===== src/rtl/alu4_share_ctl.sv =====
// alu4_share_ctl: round-robin controller sharing one 4-bit ALU among NREQ requesters; define ALU4_SHARE_CTL_DIVIDE_EN to build the iterative signed divider.
module alu4_share_ctl #(
  parameter int NREQ = 4
) (
  input  logic                 clk,
  input  logic                 reset,
  input  logic [NREQ-1:0]      req_valid,
  input  logic [3*NREQ-1:0]    req_op,
  input  logic [4*NREQ-1:0]    req_a,
  input  logic [4*NREQ-1:0]    req_b,
  output logic [NREQ-1:0]      ack,
  output logic [3:0]           result,
  output logic                 err,
  output logic                 busy
);
  localparam int IW = $clog2(NREQ);
  typedef enum logic [1:0] {
    IDLE  = 2'd0,
    ISSUE = 2'd1,
    DONE  = 2'd2
`ifdef ALU4_SHARE_CTL_DIVIDE_EN
    , DIV = 2'd3
`endif
  } state_t;
  state_t          state_q;
  logic [IW-1:0]   ptr_q, gnt_q, win_d, ptr_d, idx_d;
  logic            any_d;
  logic [NREQ-1:0] ack_q, ack_d;
  logic [3:0]      result_q;
  logic            err_q;
  logic [2:0]      op_v [NREQ];
  logic [3:0]      a_v [NREQ];
  logic [3:0]      b_v [NREQ];
  logic [2:0]      op_s;
  logic [3:0]      a_s, b_s, alu_s;
  logic            is_div;
  for (genvar i = 0; i < NREQ; i++) begin : g_unpack
    assign op_v[i] = req_op[3*i +: 3];
    assign a_v[i]  = req_a[4*i +: 4];
    assign b_v[i]  = req_b[4*i +: 4];
  end
  // Lowest offset from the pointer wins, so scan offsets from the top down.
  always_comb begin
    any_d = 1'b0;
    win_d = '0;
    idx_d = '0;
    for (int k = NREQ - 1; k >= 0; k--) begin
      idx_d = IW'((int'(ptr_q) + k) % NREQ);
      if (req_valid[idx_d]) begin
        any_d = 1'b1;
        win_d = idx_d;
      end
    end
    ptr_d = IW'((int'(win_d) + 1) % NREQ);
  end
  assign op_s   = op_v[gnt_q];
  assign a_s    = a_v[gnt_q];
  assign b_s    = b_v[gnt_q];
  assign ack_d  = NREQ'(1) << gnt_q;
  assign is_div = (op_s == 3'd5) || (op_s == 3'd6);
  assign alu_s  = (op_s == 3'd0) ? a_s ^ b_s :
                  (op_s == 3'd1) ? a_s & b_s :
                  (op_s == 3'd2) ? a_s | b_s :
                  (op_s == 3'd3) ? {3'b000, $signed(a_s) < $signed(b_s)} :
                  (op_s == 3'd4) ? a_s * b_s :
                  (op_s == 3'd7) ? ~(a_s ^ b_s) : 4'd0;
`ifdef ALU4_SHARE_CTL_DIVIDE_EN
  logic [3:0] dvd_q, dsr_q, rem_q, quo_q, rem_n, quo_n, div_res;
  logic [4:0] rs;
  logic [1:0] cnt_q;
  logic       neg_r_q, neg_q_q, mod_q, ge;
  function automatic logic [3:0] mag(input logic [3:0] x);
    return x[3] ? -x : x;
  endfunction
  // Magnitude of -8 is 4'b1000 unsigned, so -8/-1 lands on 4'b1000 naturally.
  assign rs      = {rem_q, dvd_q[3]};
  assign ge      = rs >= {1'b0, dsr_q};
  assign rem_n   = ge ? 4'(rs - {1'b0, dsr_q}) : rs[3:0];
  assign quo_n   = {quo_q[2:0], ge};
  assign div_res = (dsr_q == 4'd0) ? 4'd0 :
                   mod_q ? (neg_r_q ? -rem_n : rem_n) :
                   (neg_q_q ? -quo_n : quo_n);
`endif
  always_ff @(posedge clk) begin
    if (reset) begin
      state_q  <= IDLE;
      ptr_q    <= '0;
      gnt_q    <= '0;
      ack_q    <= '0;
      result_q <= 4'd0;
      err_q    <= 1'b0;
    end else begin
      case (state_q)
        IDLE: if (any_d) begin
          gnt_q   <= win_d;
          ptr_q   <= ptr_d;
          state_q <= ISSUE;
        end
        ISSUE: begin
`ifdef ALU4_SHARE_CTL_DIVIDE_EN
          if (is_div) begin
            dvd_q   <= mag(a_s);
            dsr_q   <= mag(b_s);
            rem_q   <= 4'd0;
            quo_q   <= 4'd0;
            cnt_q   <= 2'd0;
            neg_r_q <= a_s[3];
            neg_q_q <= a_s[3] ^ b_s[3];
            mod_q   <= (op_s == 3'd5);
            state_q <= DIV;
          end else
`endif
          begin
            result_q <= is_div ? 4'd0 : alu_s;
            err_q    <= is_div;
            ack_q    <= ack_d;
            state_q  <= DONE;
          end
        end
`ifdef ALU4_SHARE_CTL_DIVIDE_EN
        DIV: begin
          rem_q <= rem_n;
          quo_q <= quo_n;
          dvd_q <= dvd_q << 1;
          cnt_q <= cnt_q + 2'd1;
          if (cnt_q == 2'd3) begin
            result_q <= div_res;
            err_q    <= (dsr_q == 4'd0);
            ack_q    <= ack_d;
            state_q  <= DONE;
          end
        end
`endif
        DONE: begin
          ack_q   <= '0;
          state_q <= IDLE;
        end
        default: state_q <= IDLE;
      endcase
    end
  end
  assign ack    = ack_q;
  assign result = result_q;
  assign err    = err_q;
  assign busy   = (state_q != IDLE);
endmodule

===== config.mk =====
export PLATFORM = sky130hd
export DESIGN_NAME = alu4_share_ctl
export DESIGN_NICKNAME = d
export VERILOG_FILES = /design/src/rtl/alu4_share_ctl.sv
export SDC_FILE = /design/constraint.sdc
export NUM_CORES = 1
export LEC_CHECK = 0
export BUFFER_PORTS_ARGS = -buffer_cell sky130_fd_sc_hd__buf_4
export CAP_MARGIN = 30
export CORE_MARGIN = 3
export CORE_UTILIZATION = 25
export DETAILED_ROUTE_END_ITERATION = 6
export SYNTH_ARGS = -nofsm -noshare
export SYNTH_HDL_FRONTEND = slang
export SYNTH_SLANG_ARGS = --single-unit

===== constraint.sdc =====
create_clock -name clk -period 2.8 [get_ports clk]
set_input_delay 0.14 -clock clk [delete_from_list [all_inputs] [get_ports clk]]
set_output_delay 0.14 -clock clk [all_outputs]
set_load 0.1 [all_outputs]

# [Word-level counts from Yosys, hierarchy flattened]
# Index checks and enable logic that the tools add are counted.
[classes] addsub=4 multipliers=1 n_lt_le_gt_ge=6 eq_ne=10 shifts=1 n_mux=35 n_bitwise=5 reduce_logical=6
[ops] op="$mux 4" n=11
[ops] op="$bmux 4 s2" n=2
[ops] op="$eq 3x3->1 const B" n=4
[ops] op="$lt 2x3->1 const B" n=4
[ops] op="$mux 2" n=5
[ops] op="$bmux 1 s2" n=4
[ops] op="$mux 1" n=8
[ops] op="$pmux 4 s2" n=1
[ops] op="$bmux 3 s2" n=1
[ops] op="$eq 3x2->1 const B" n=2
[ops] op="$mux 3" n=2
[ops] op="$add 2x1->2 const B" n=2
[ops] op="$add 2x2->2 const B" n=2
[ops] op="$and 4x4->4" n=1
[ops] op="$lt 4x4->1" n=1
[ops] op="$mul 4x4->4" n=1
[ops] op="$not 4->4" n=1
[ops] op="$or 4x4->4" n=1
[ops] op="$pmux 2 s2" n=1
[ops] op="$reduce_bool 2->1" n=2
[ops] op="$shl 1x2->4 const A" n=1
[ops] op="$xor 4x4->4" n=1
[ops] op="$eq 3x1->1 const B" n=1
[ops] op="$ge 3x3->1 const B" n=1
[ops] op="8 further kinds" n=8
[word_totals] ff_bits=15 output_inout_bits=10

# [Logic depth before layout (Yosys ltp)]
# Gate-level depths: netlist (run 1).
[depth] ltp_word=13 ltp_mapped=12 depth_no_buf=10

# [Worst setup path before layout (run 1)]
# No wires, ideal clock.
[synth_path] path_kind="register to register" from="register gnt_q[0]" to="register result_q[3], in the netlist result[3]" setup_ns=0.126 arrival_time_ns=2.819 required_time_ns=2.674 path_slack_ns=-0.145 stages_incl_launch_ff=12 path_buffers=1 synth_period_minus_slack_ns=2.945 cell_sequence="dfxtp_1 > buf_6 > mux4_1 > ha_1 > xnor2_1 > ha_1 > ha_1 > xnor2_1 > xnor2_1 > xnor3_1 > a31oi_1 > o32ai_1"
[synth_between] elab_chain_cells=13 word_cells_on_any_way=31 classes_between="1 x mul; 7 x eq/ne; 16 x mux; 5 x bitwise; 2 x reduce/logical"
[synth_rtl] element="from (decl)" line_no="26" text="logic [IW-1:0] ptr_q, gnt_q, win_d, ptr_d, idx_d;"
[synth_rtl] element="from (signal assigned)" line_no="95" text="gnt_q <= win_d;"
[synth_rtl] element="$not 2->3 (implied by the code) *" line_no="56, 57, 58"
[synth_rtl] element="branches (longest 11 deep; another with $mul 4x4->4)"
[synth_rtl] element="$mux 4 *" line_no="114" text="result_q <= is_div ? 4'd0 : alu_s;"
[synth_rtl] element="to (signal assigned)" line_no="114"
[synth_rtl] element="to (decl)" line_no="29" text="logic [3:0] result_q;"
# Every way passes the cells marked *. The select of a mux whose other input is x is not followed.
# A chain may end at the register's enable or synchronous reset.

# [Worst setup path after layout (run 1)]
# Ends and elaborated chain as after synthesis.

==> results of run 1 <==
-- worst paths after layout --
check	start	to	slack [ns]	depth (start not counted)
setup / recovery	gnt_q[0]$_SDFFE_PP0P_	result[3]$_SDFFE_PP0N_	0.07	11
hold / removal	reset	state_q[1]$_SDFFE_PP0P_	0.18	2
setup reg to reg	gnt_q[0]$_SDFFE_PP0P_	result[3]$_SDFFE_PP0N_	0.07	11
hold reg to reg	result[0]$_SDFFE_PP0N_	result[0]$_SDFFE_PP0N_	0.47	2
-- placed cells by master (no fill, tap or decap), types with 2 or more instances in the layout --
cell type,count
o211ai_1,2
dfxtp_1,14
mux4_1,3
mux2i_1,6
clkbuf_8,3
nor2_1,19
o22ai_1,3
xnor2_1,4
nand2_1,15
ha_1,19
nand4b_1,2
inv_1,13
nor3_1,4
mux4_2,8
o21ba_2,2
nand2b_1,8
nor4_1,2
a21oi_1,16
xnor2_2,2
o311ai_1,2
nand3_1,5
buf_4,69
-- repair_timing --
| item | CTS | global route |
|---|---|---|
| pin swaps | 3 | 5 |
| setup buffers | 0 | 2 |
| endpoints found under the setup margin | 1 | 1 |
| resized for setup | 4 | 2 |
-- cells in the mapped netlist (3+ instances only) --
library cell / count / share of area
mux2i_1: 6 / 0.038
nand3_1: 5 / 0.016
nand2_1: 15 / 0.036
o22ai_1: 3 / 0.012
a21oi_1: 16 / 0.051
nor2_1: 19 / 0.045
mux4_2: 4 / 0.057
inv_1: 14 / 0.033
nor3_1: 4 / 0.013
ha_1: 21 / 0.17
xnor2_1: 6 / 0.033
dfxtp_1: 15 / 0.19
nand2b_1: 8 / 0.032
mux4_1: 7 / 0.12
-- metal layers --
layer  vias up  share of wire  global-route usage
li1        760              -                   -
met1       700           0.43              0.1349
met2        28           0.53              0.1999
met3         0          0.047             0.02690
met4         0              0             0.01295
met5         -              0                   0
-- sequential cells by signal (all words and copies together) (netlist names) --
signal,cells
ack,4
result,4
gnt_q,2
ptr_q,2
state_q,2
err,1
-- cells by family (layout without fill, tap and decap cells) --
family | count (synthesis) | after routing | synth area share
flip-flops | 15 | 15 | 0.1896
XOR/XNOR | 8 | 8 | 0.05292
AO/OA/AOI/OAI | 32 | 32 | 0.1272
adder cells (fa/ha/maj) | 21 | 21 | 0.1659
buffers and inverters | 22 | 88 | 0.07267
multiplexers | 17 | 17 | 0.2109
AND/OR/NAND/NOR | 60 | 60 | 0.1809
-- worst register-to-register path, cell delays in order, from the launching register on --
cell and delay [ns]:
dfxtp_2 0.35, buf_12 0.12, mux4_2 0.54, ha_4 0.19, xnor2_2 0.13, ha_1 0.27
ha_2 0.19, xnor2_2 0.13, xnor2_1 0.15, xnor3_1 0.24, a31oi_1 0.19, o32ai_1 0.09
-- final cells by class --
cell class              instances  area [µm²]  area share
clock inverters                 1       5.005    0.002259
inverters                      14       52.55     0.02372
flip-flops and latches         15       301.5      0.1361
well taps                      75       93.84     0.04235
repair buffers                 70       538.0      0.2428
multi-input cells             138        1184      0.5342
clock buffers                   3       41.29     0.01863
-- power groups by stage --
stage	registers [W]	clock network [W]	logic (W)
5_1_grt	0.000263	0.000195	0.000732
3_3_place_gp	0.000262	0	0.000648
4_1_cts	0.000258	0.000185	0.000665
3_5_place_dp	0.000262	0	0.000656
6_report	0.000258	0.000177	0.000669
2_1_floorplan	0.000346	0	0.000398
-- stage by stage --
stage,setup TNS (ns),util,hold WS [ns]
final,0,0.3677,0.1767
after detailed placement,-0.07767,0.3551,0.4432
after floorplan,0,-,0.2091
after global routing,-0.03326,0.3677,0.1944
after CTS,0,0.3640,0.1737
after global placement,0,0.3551,0.4441
==> run_results.csv, run 1 <==
group,metric,value,unit
timing,rsz0062_at_grt,"true",
layout,diodes,0,
power_and_ir_drop,power,0.001104,W
yosys,synth_flop_cell,"dfxtp_1",
global_routing,overflow,0,
global_routing,grt_max_degree,17,
place,dp.cells,310,
place,gp_congestion,0.7878,
place,post-place-ws,-0.07767,ns
setup_path,path_class,"flip-flop to flip-flop",
flow_run,drv_cap,0,
timing,setup_ws,0.07217,ns
min_path,worst_hold_path_type,"primary input to flip-flop",
yosys,synth_area_per_cell,9.052,µm²
power_and_ir_drop,p_seq_frac,0.234,
drt,drt-initial-drc-count,78,
layout,drive_gt1_frac,0.3817,
place,hpwl,3355,µm
die,dieArea,0.007327,mm²
setup_path,crit_fanout,6,
drt,finalWirelength,4046,µm
setup_path,setup.worst_path.start_class,"flip-flop",
setup_path,crit_buf_inv,1,
clock_tree,cts_root_buffer,"clkbuf_8",
die,initial_utilization,0.2629,
yosys,async_flop_share,0,
timing,clock_skew,0.01001,ns
timing,hold_viol_final,0,
timing,worst_slew_pin_slew,0.6280,ns
global_routing,antenna_found_initial,0,
timing,post-route-period-util,0.9742,
timing,slew_viol_final,0,
setup_path,crit_required,2.92,ns
power_and_ir_drop,p_leak,1.009,nW
power_and_ir_drop,p_switching,0.0004643,W
place,dpl_cell_area,0.002140,mm²
setup_path,cp_slowest_cell,"mux4_2",
global_routing,first_global_vias,1489,
power_and_ir_drop,ir_worst_vdd,250.7,µV
drt,drc,0,
layout,fill_cells,635,
setup_path,crit_top_cell,"xnor2_2",
drt,via_per_inst,4.709,
power_and_ir_drop,pwr-share-clk,0.160,
timing,maxSlewHeadroom,0.5775,
yosys,synth_nets,246,
setup_path,cp.arrival,2.85,ns
clock_tree,cts.sink_count,15,
timing,timing.fmax,366.6,MHz
power_and_ir_drop,p_int,0.0006393,W
layout,syn_to_final_growth,39.89,%
yosys,synth_cells,175,
setup_path,critPathMaxStageDelay,0.54,ns
clock_tree,clk_pin_slew_worst_paths,0.07,ns
yosys,yosysWarnings,0,
timing,setup_violations,0,
layout,final_cell_area,0.002216,mm²
drt,ant_nets,0,
power_and_ir_drop,comb_power_share,0.606,
global_routing,grtUsageTotal,0.1100,
run_status,outcome,"finished, final reports clean",
clock_tree,cts_inserted_buffers,3,
setup_path,endpoint_kind,"flip-flop",
die,pin_count,60,
die,die_w,85.60,µm
yosys,syn_area,0.001584,mm²
yosys,ys_seq_area_frac,0.1896,
timing,min_period,2.728,ns
global_routing,grt_pass1_wl,6617,µm
drt,dr.pass1.iters,4,
clock_tree,cts_tree,"built",
place,port_buffers,59,
layout,stdcell_count,316,
die,die_y,85.60,µm
power_and_ir_drop,power_density,498.0,mW/mm²
drt,routedWlPerCell,12.80,µm
clock_tree,clockBufferDepth,2,
die,design.core.area,0.006026,mm²
drt,num_vias,1488,
clock_tree,postCtsHoldBufs,0,
layout,final_nets,313,
die,row_count,28,
yosys,ys_types,38,
clock_tree,htree_levels,1,
setup_path,crit_chain,"buf_12 > mux4_2 > ha_4 > xnor2_2 > ha_1 > ha_2 > xnor2_2 > xnor2_1 > xnor3_1 > a31oi_1 > o32ai_1",
yosys,synth_edf_count,0,
clock_tree,clk_latency,0.25,ns
yosys,synth-seq-cells,15,
setup_path,cp_top_family,"adder cells",
power_and_ir_drop,p_sw_frac,0.4207,
No activity file was read; power rests on OpenSTA's default activity.
==> inputs of run 2 (changes only) <==
--- a/config.mk
+++ b/config.mk
@@ -10,6 +10,7 @@
 export CORE_MARGIN = 3
 export CORE_UTILIZATION = 25
 export DETAILED_ROUTE_END_ITERATION = 6
+export MAX_ROUTING_LAYER = met4
 export SYNTH_ARGS = -nofsm -noshare
 export SYNTH_HDL_FRONTEND = slang
 export SYNTH_SLANG_ARGS = --single-unit
==> run_results.csv, run 2 (same netlist as run 1, synthesis figures left out) <==
group,metric,value,unit
min_path,hp-start,"reset",
timing,hold_viol_final,0,
min_path,whs_endpoint,"state_q[1]$_SDFFE_PP0P_",
timing,setup_violations,0,
timing,maxSlewHeadroom,0.5775,
layout,drive_gt1_frac,0.3817,
timing,fin_setup_tns,0,ns
power_and_ir_drop,ir_worst_vdd,250.9,µV
die,design.core.area,0.006026,mm²
clock_tree,clk_pin_slew_worst_paths,0.07,ns
setup_path,r2r_start,"gnt_q[0]$_SDFFE_PP0P_",
setup_path,rr_endpoint,"result[3]$_SDFFE_PP0N_",
run_status,outcome,"finished, final reports clean",
clock_tree,cts_tree,"built",
min_path,holdPathStages,2,
clock_tree,cts_root_buffer,"clkbuf_8",
clock_tree,postCtsHoldBufs,0,
place,hpwl,3355,µm
layout,diodes,0,
setup_path,endpoint_kind,"flip-flop",
global_routing,first_global_vias,1492,
drt,routedWlPerCell,12.72,µm
global_routing,antenna_found_initial,0,
layout,stdcell_count,316,
power_and_ir_drop,power,0.001103,W
layout,final_common_cell,"buf_4",
setup_path,crit_fanout,6,
layout,fill_cells,637,
timing,min_period,2.727,ns
die,die_y,85.60,µm
setup_path,path_class,"flip-flop to flip-flop",
drt,drc,0,
layout,syn_to_final_growth,39.89,%
global_routing,grt_max_degree,17,
die,dieArea,0.007327,mm²
clock_tree,clockBufferDepth,2,
layout,final_nets,313,
timing,clock_skew,0.01003,ns
timing,rsz0062_at_grt,"true",
drt,dr.pass1.iters,4,
clock_tree,cts_inserted_buffers,3,
drt,finalWirelength,4018,µm
setup_path,setup.worst_path.start_class,"flip-flop",
timing,timing.fmax,366.8,MHz
drt,via_per_inst,4.693,
power_and_ir_drop,power_density,497.8,mW/mm²
clock_tree,clk_latency,0.25,ns
die,initial_utilization,0.2629,
die,row_count,28,
clock_tree,htree_levels,1,
die,die_w,85.60,µm
timing,slew_viol_final,0,
place,dp.cells,310,
layout,layout_common_cells,"buf_4, nor2_1, ha_1",
clock_tree,cts.sink_count,15,
flow_run,drv_cap,0,
layout,final_cell_area,0.002216,mm²
setup_path,cp.arrival,2.85,ns
drt,drt-initial-drc-count,54,
setup_path,crit_required,2.92,ns
global_routing,overflow,0,
drt,ant_nets,0,
min_path,worst_hold_path_type,"primary input to flip-flop",
drt,num_vias,1483,
power_and_ir_drop,p_leak,1.009,nW
timing,post-route-period-util,0.9738,
setup_path,rrSetupSlack,0.07,ns
timing,worst_slew_pin_slew,0.6280,ns
global_routing,grtUsageTotal,0.1132,
global_routing,grt_pass1_wl,6617,µm
place,dpl_cell_area,0.002140,mm²
place,gp_congestion,0.7989,
place,port_buffers,59,
setup_path,r2r_cells,11,
die,pin_count,60,
## run 2: cell counts in the layout (fill, tap and decap cells not counted)
No cell type changed its count.
## run 2: how the worst max path moves through the flow
stage	from	endpoint	slack [ns]
6_report	gnt_q[0]$_SDFFE_PP0P_	result[3]$_SDFFE_PP0N_	0.07
5_1_grt	gnt_q[0]$_SDFFE_PP0P_	result[3]$_SDFFE_PP0N_	-0.03
4_1_cts	gnt_q[0]$_SDFFE_PP0P_	result[3]$_SDFFE_PP0N_	0.007
3_5_place_dp	gnt_q[0]$_SDFFE_PP0P_	result[3]$_SDFFE_PP0N_	-0.08
3_3_place_gp	gnt_q[0]$_SDFFE_PP0P_	result[3]$_SDFFE_PP0N_	0.03
2_1_floorplan	gnt_q[0]$_SDFFE_PP0P_	result[3]$_SDFFE_PP0N_	0.12
## run 2: metal layers
metal | global-route usage | wire, µm | vias to the layer above
met4 | 0.01295 | 0 | 0
li1 | - | - | 760
met1 | 0.1361 | 1733 | 695
met2 | 0.1999 | 2105 | 28
met3 | 0.02498 | 179 | 0
met5 | - | 0 | -
## run 2: what timing repair did
action | in CTS | in global routing
gates resized for setup | 4 | 2
buffers inserted | 0 | 2
pin swaps | 3 | 5
setup endpoints to repair | 1 | 1
## run 2: worst max-delay path: stages, from the launching register on
cell and delay, ns:
dfxtp_2 0.35, buf_12 0.12, mux4_2 0.54, ha_4 0.19, xnor2_2 0.12, ha_1 0.27
ha_2 0.19, xnor2_2 0.13, xnor2_1 0.15, xnor3_1 0.24, a31oi_1 0.19, o32ai_1 0.09
## run 2: through the flow
stage               setup WS [ns]  hold WS, ns    util
detailed placement       -0.07767       0.4432  0.3551
global route             -0.03246       0.1944  0.3677
CTS                      0.006760       0.1737  0.3640
finish                    0.07335       0.1767  0.3677
floorplan                  0.1191       0.2091       -
global placement          0.03079       0.4441  0.3551
## run 2: cell type report
class                      instances  area, µm²  share of cell area
multi-input combinational        138       1184              0.5342
timing repair buffer              70      538.0              0.2428
sequential                        15      301.5              0.1361
tap                               75      93.84             0.04235
inverter                          14      52.55             0.02372
clock buffer                       3      41.29             0.01863
clock inverter                     1      5.005            0.002259
## run 2: power by group
| group | internal (W) | switching, W | total (W) | leakage, nW |
|---|---|---|---|---|
| clock network | 0.0000986 | 0.0000785 | 0.000177 | 0.0255 |
| registers | 0.000238 | 0.0000196 | 0.000258 | 0.123 |
| logic | 0.000302 | 0.000366 | 0.000668 | 0.860 |
==> inputs of run 3 (changes only) <==
--- a/config.mk
+++ b/config.mk
@@ -6,7 +6,6 @@
 export NUM_CORES = 1
 export LEC_CHECK = 0
 export BUFFER_PORTS_ARGS = -buffer_cell sky130_fd_sc_hd__buf_4
-export CAP_MARGIN = 30
 export CORE_MARGIN = 3
 export CORE_UTILIZATION = 25
 export DETAILED_ROUTE_END_ITERATION = 6
==> constraint.sdc (replaced) <==
create_clock -name clk -period 2.2 [get_ports clk]
set_input_delay 0.11 -clock clk [delete_from_list [all_inputs] [get_ports clk]]
set_output_delay 0.11 -clock clk [all_outputs]
set_load 0.1 [all_outputs]
==> run_results.csv, run 3 (same netlist as run 1, synthesis figures left out) <==
group,metric,value,unit
setup_path,critPathCapture,"result[3]$_SDFFE_PP0N_",
timing,slew_viol_final,0,
timing,timing.fmax,381.7,MHz
global_routing,first_global_vias,1586,
die,die_y,85.60,µm
timing,hold_slack,0.1539,ns
run_status,outcome,"complete, but fails checks",
setup_path,crit_cells,10,
clock_tree,postCtsHoldBufs,0,
timing,rsz0062_at_grt,"true",
setup_path,rrSetupSlack,-0.42,ns
setup_path,path_class,"flip-flop to flip-flop",
global_routing,grt_max_degree,17,
place,post-place-ws,-0.4755,ns
power_and_ir_drop,p_leak,1.092,nW
layout,drive_gt1_frac,0.4475,
drt,routedWlPerCell,13.09,µm
drt,dr.pass1.iters,4,
timing,clock_skew,0.004887,ns
layout,final_cell_area,0.002390,mm²
setup_path,crit_required,2.33,ns
min_path,worst_hold_path_type,"primary input to flip-flop",
setup_path,cp_slowest_cell,"mux4_2",
power_and_ir_drop,pwr-share-clk,0.148,
setup_path,setup.worst_path.start_class,"flip-flop",
drt,finalWirelength,4345,µm
layout,regArea,304.0,µm²
layout,diodes,0,
power_and_ir_drop,p_int,0.0008997,W
global_routing,overflow,0,
drt,ant_nets,0,
setup_path,r2r_start,"gnt_q[0]$_SDFFE_PP0P_",
drt,drc,0,
die,initial_utilization,0.2629,
layout,syn_to_final_growth,50.87,%
global_routing,grt_pass1_wl,7148,µm
clock_tree,cts_tree,"built",
power_and_ir_drop,power_density,641.8,mW/mm²
clock_tree,clk_pin_slew_worst_paths,0.07,ns
die,die_w,85.60,µm
timing,fin_setup_tns,-0.7077,ns
place,hpwl,3550,µm
die,dieArea,0.007327,mm²
setup_path,r2r_cells,10,
global_routing,antenna_found_initial,0,
clock_tree,cts_inserted_buffers,3,
setup_path,crit_fanout,7,
setup_path,crit_buf_inv,0,
clock_tree,htree_levels,1,
layout,fill_cells,627,
timing,min_period,2.620,ns
setup_path,crit_chain,"mux4_2 > ha_4 > xnor2_2 > ha_1 > ha_2 > xnor2_2 > xnor2_1 > xnor3_1 > a31oi_1 > o32ai_1",
setup_path,cp.arrival,2.75,ns
power_and_ir_drop,ir_worst_vdd,451.2,µV
layout,multiInputGateArea,0.001231,mm²
power_and_ir_drop,p_seq_frac,0.217,
drt,via_per_inst,4.675,
drt,drt-initial-drc-count,35,
setup_path,cp_top_family,"adder cells",
power_and_ir_drop,p_switching,0.0006341,W
flow_run,drv_cap,0,
run_status,violations,"setup timing",
global_routing,grtUsageTotal,0.1218,
place,dpl_cell_area,0.002251,mm²
timing,setup_violations,4,
setup_path,crit_top_cell,"xnor2_2",
clock_tree,cts_root_buffer,"clkbuf_8",
layout,final_nets,329,
timing,maxSlewHeadroom,0.6436,
timing,setup_ws,-0.4202,ns
clock_tree,clockBufferDepth,2,
setup_path,critPathMaxStageDelay,0.56,ns
clock_tree,clk_latency,0.25,ns
die,design.core.area,0.006026,mm²
setup_path,endpoint_kind,"flip-flop",
drt,num_vias,1552,
setup_path,crit_start,"gnt_q[0]$_SDFFE_PP0P_",
die,row_count,28,
die,pin_count,60,
layout,layout_common_cells,"buf_4, nor2_1, ha_1",
power_and_ir_drop,comb_power_share,0.635,
place,gp_congestion,0.8610,
layout,final_common_cell,"buf_4",
timing,post-route-period-util,1.191,
power_and_ir_drop,p_sw_frac,0.4134,
clock_tree,cts.sink_count,15,
layout,final_util,0.3966,
timing,hold_viol_final,0,
setup_path,rr_endpoint,"result[3]$_SDFFE_PP0N_",
place,port_buffers,59,
timing,worst_slew_pin_slew,0.5297,ns
run 3: per-stage QoR:
stage,std cells,power [W]
3_5_place_dp,325,0.001240
6_report,332,0.001534
5_1_grt,332,0.001654
3_3_place_gp,325,0.001231
2_1_floorplan,175,0.0009526
4_1_cts,332,0.001496
run 3: power groups by stage:
stage	registers, W	logic [W]	clock network, W
after floorplan	0.000441	0.000512	0
after CTS	0.000334	0.000928	0.000235
after global routing	0.000339	0.00106	0.000250
final	0.000333	0.000974	0.000227
after detailed placement	0.000340	0.000900	0
after global placement	0.000339	0.000892	0
run 3: worst min path at each step:
stage | from | end | slack (ns) | depth (start not counted)
5_1_grt | reset | ack[0]$_SDFFE_PP0P_ | 0.17 | 2
2_1_floorplan | reset | ack[3]$_SDFFE_PP0P_ | 0.18 | 1
3_3_place_gp | reset | result[1]$_SDFFE_PP0N_ | 0.42 | 2
3_5_place_dp | reset | state_q[0]$_SDFFE_PP0P_ | 0.42 | 2
6_report | reset | state_q[1]$_SDFFE_PP0P_ | 0.15 | 2
4_1_cts | reset | state_q[1]$_SDFFE_PP0P_ | 0.15 | 2
run 3: layout make-up:
type,count,area share
inverter,14,0.02408
multi-input combinational,138,0.5152
clock inverter,1,0.002094
timing repair buffer,86,0.2749
clock buffer,3,0.01728
tap,75,0.03927
sequential,15,0.1272
run 3: routing by layer:
metal / track usage / share of wire / vias up
met1: 0.1486 / 0.43 / 739
met2: 0.2168 / 0.54 / 22
met3: 0.02113 / 0.028 / 2
met5: - / 0 / -
met4: 0.01295 / 0.0030 / 0
li1: - / - / 789
run 3: timing repair:
item | 4_1_cts | 5_1_grt
resized for setup | 9 | 12
setup buffers | 3 | 2
pin swaps | 3 | 12
endpoints found under the setup margin | 4 | 5
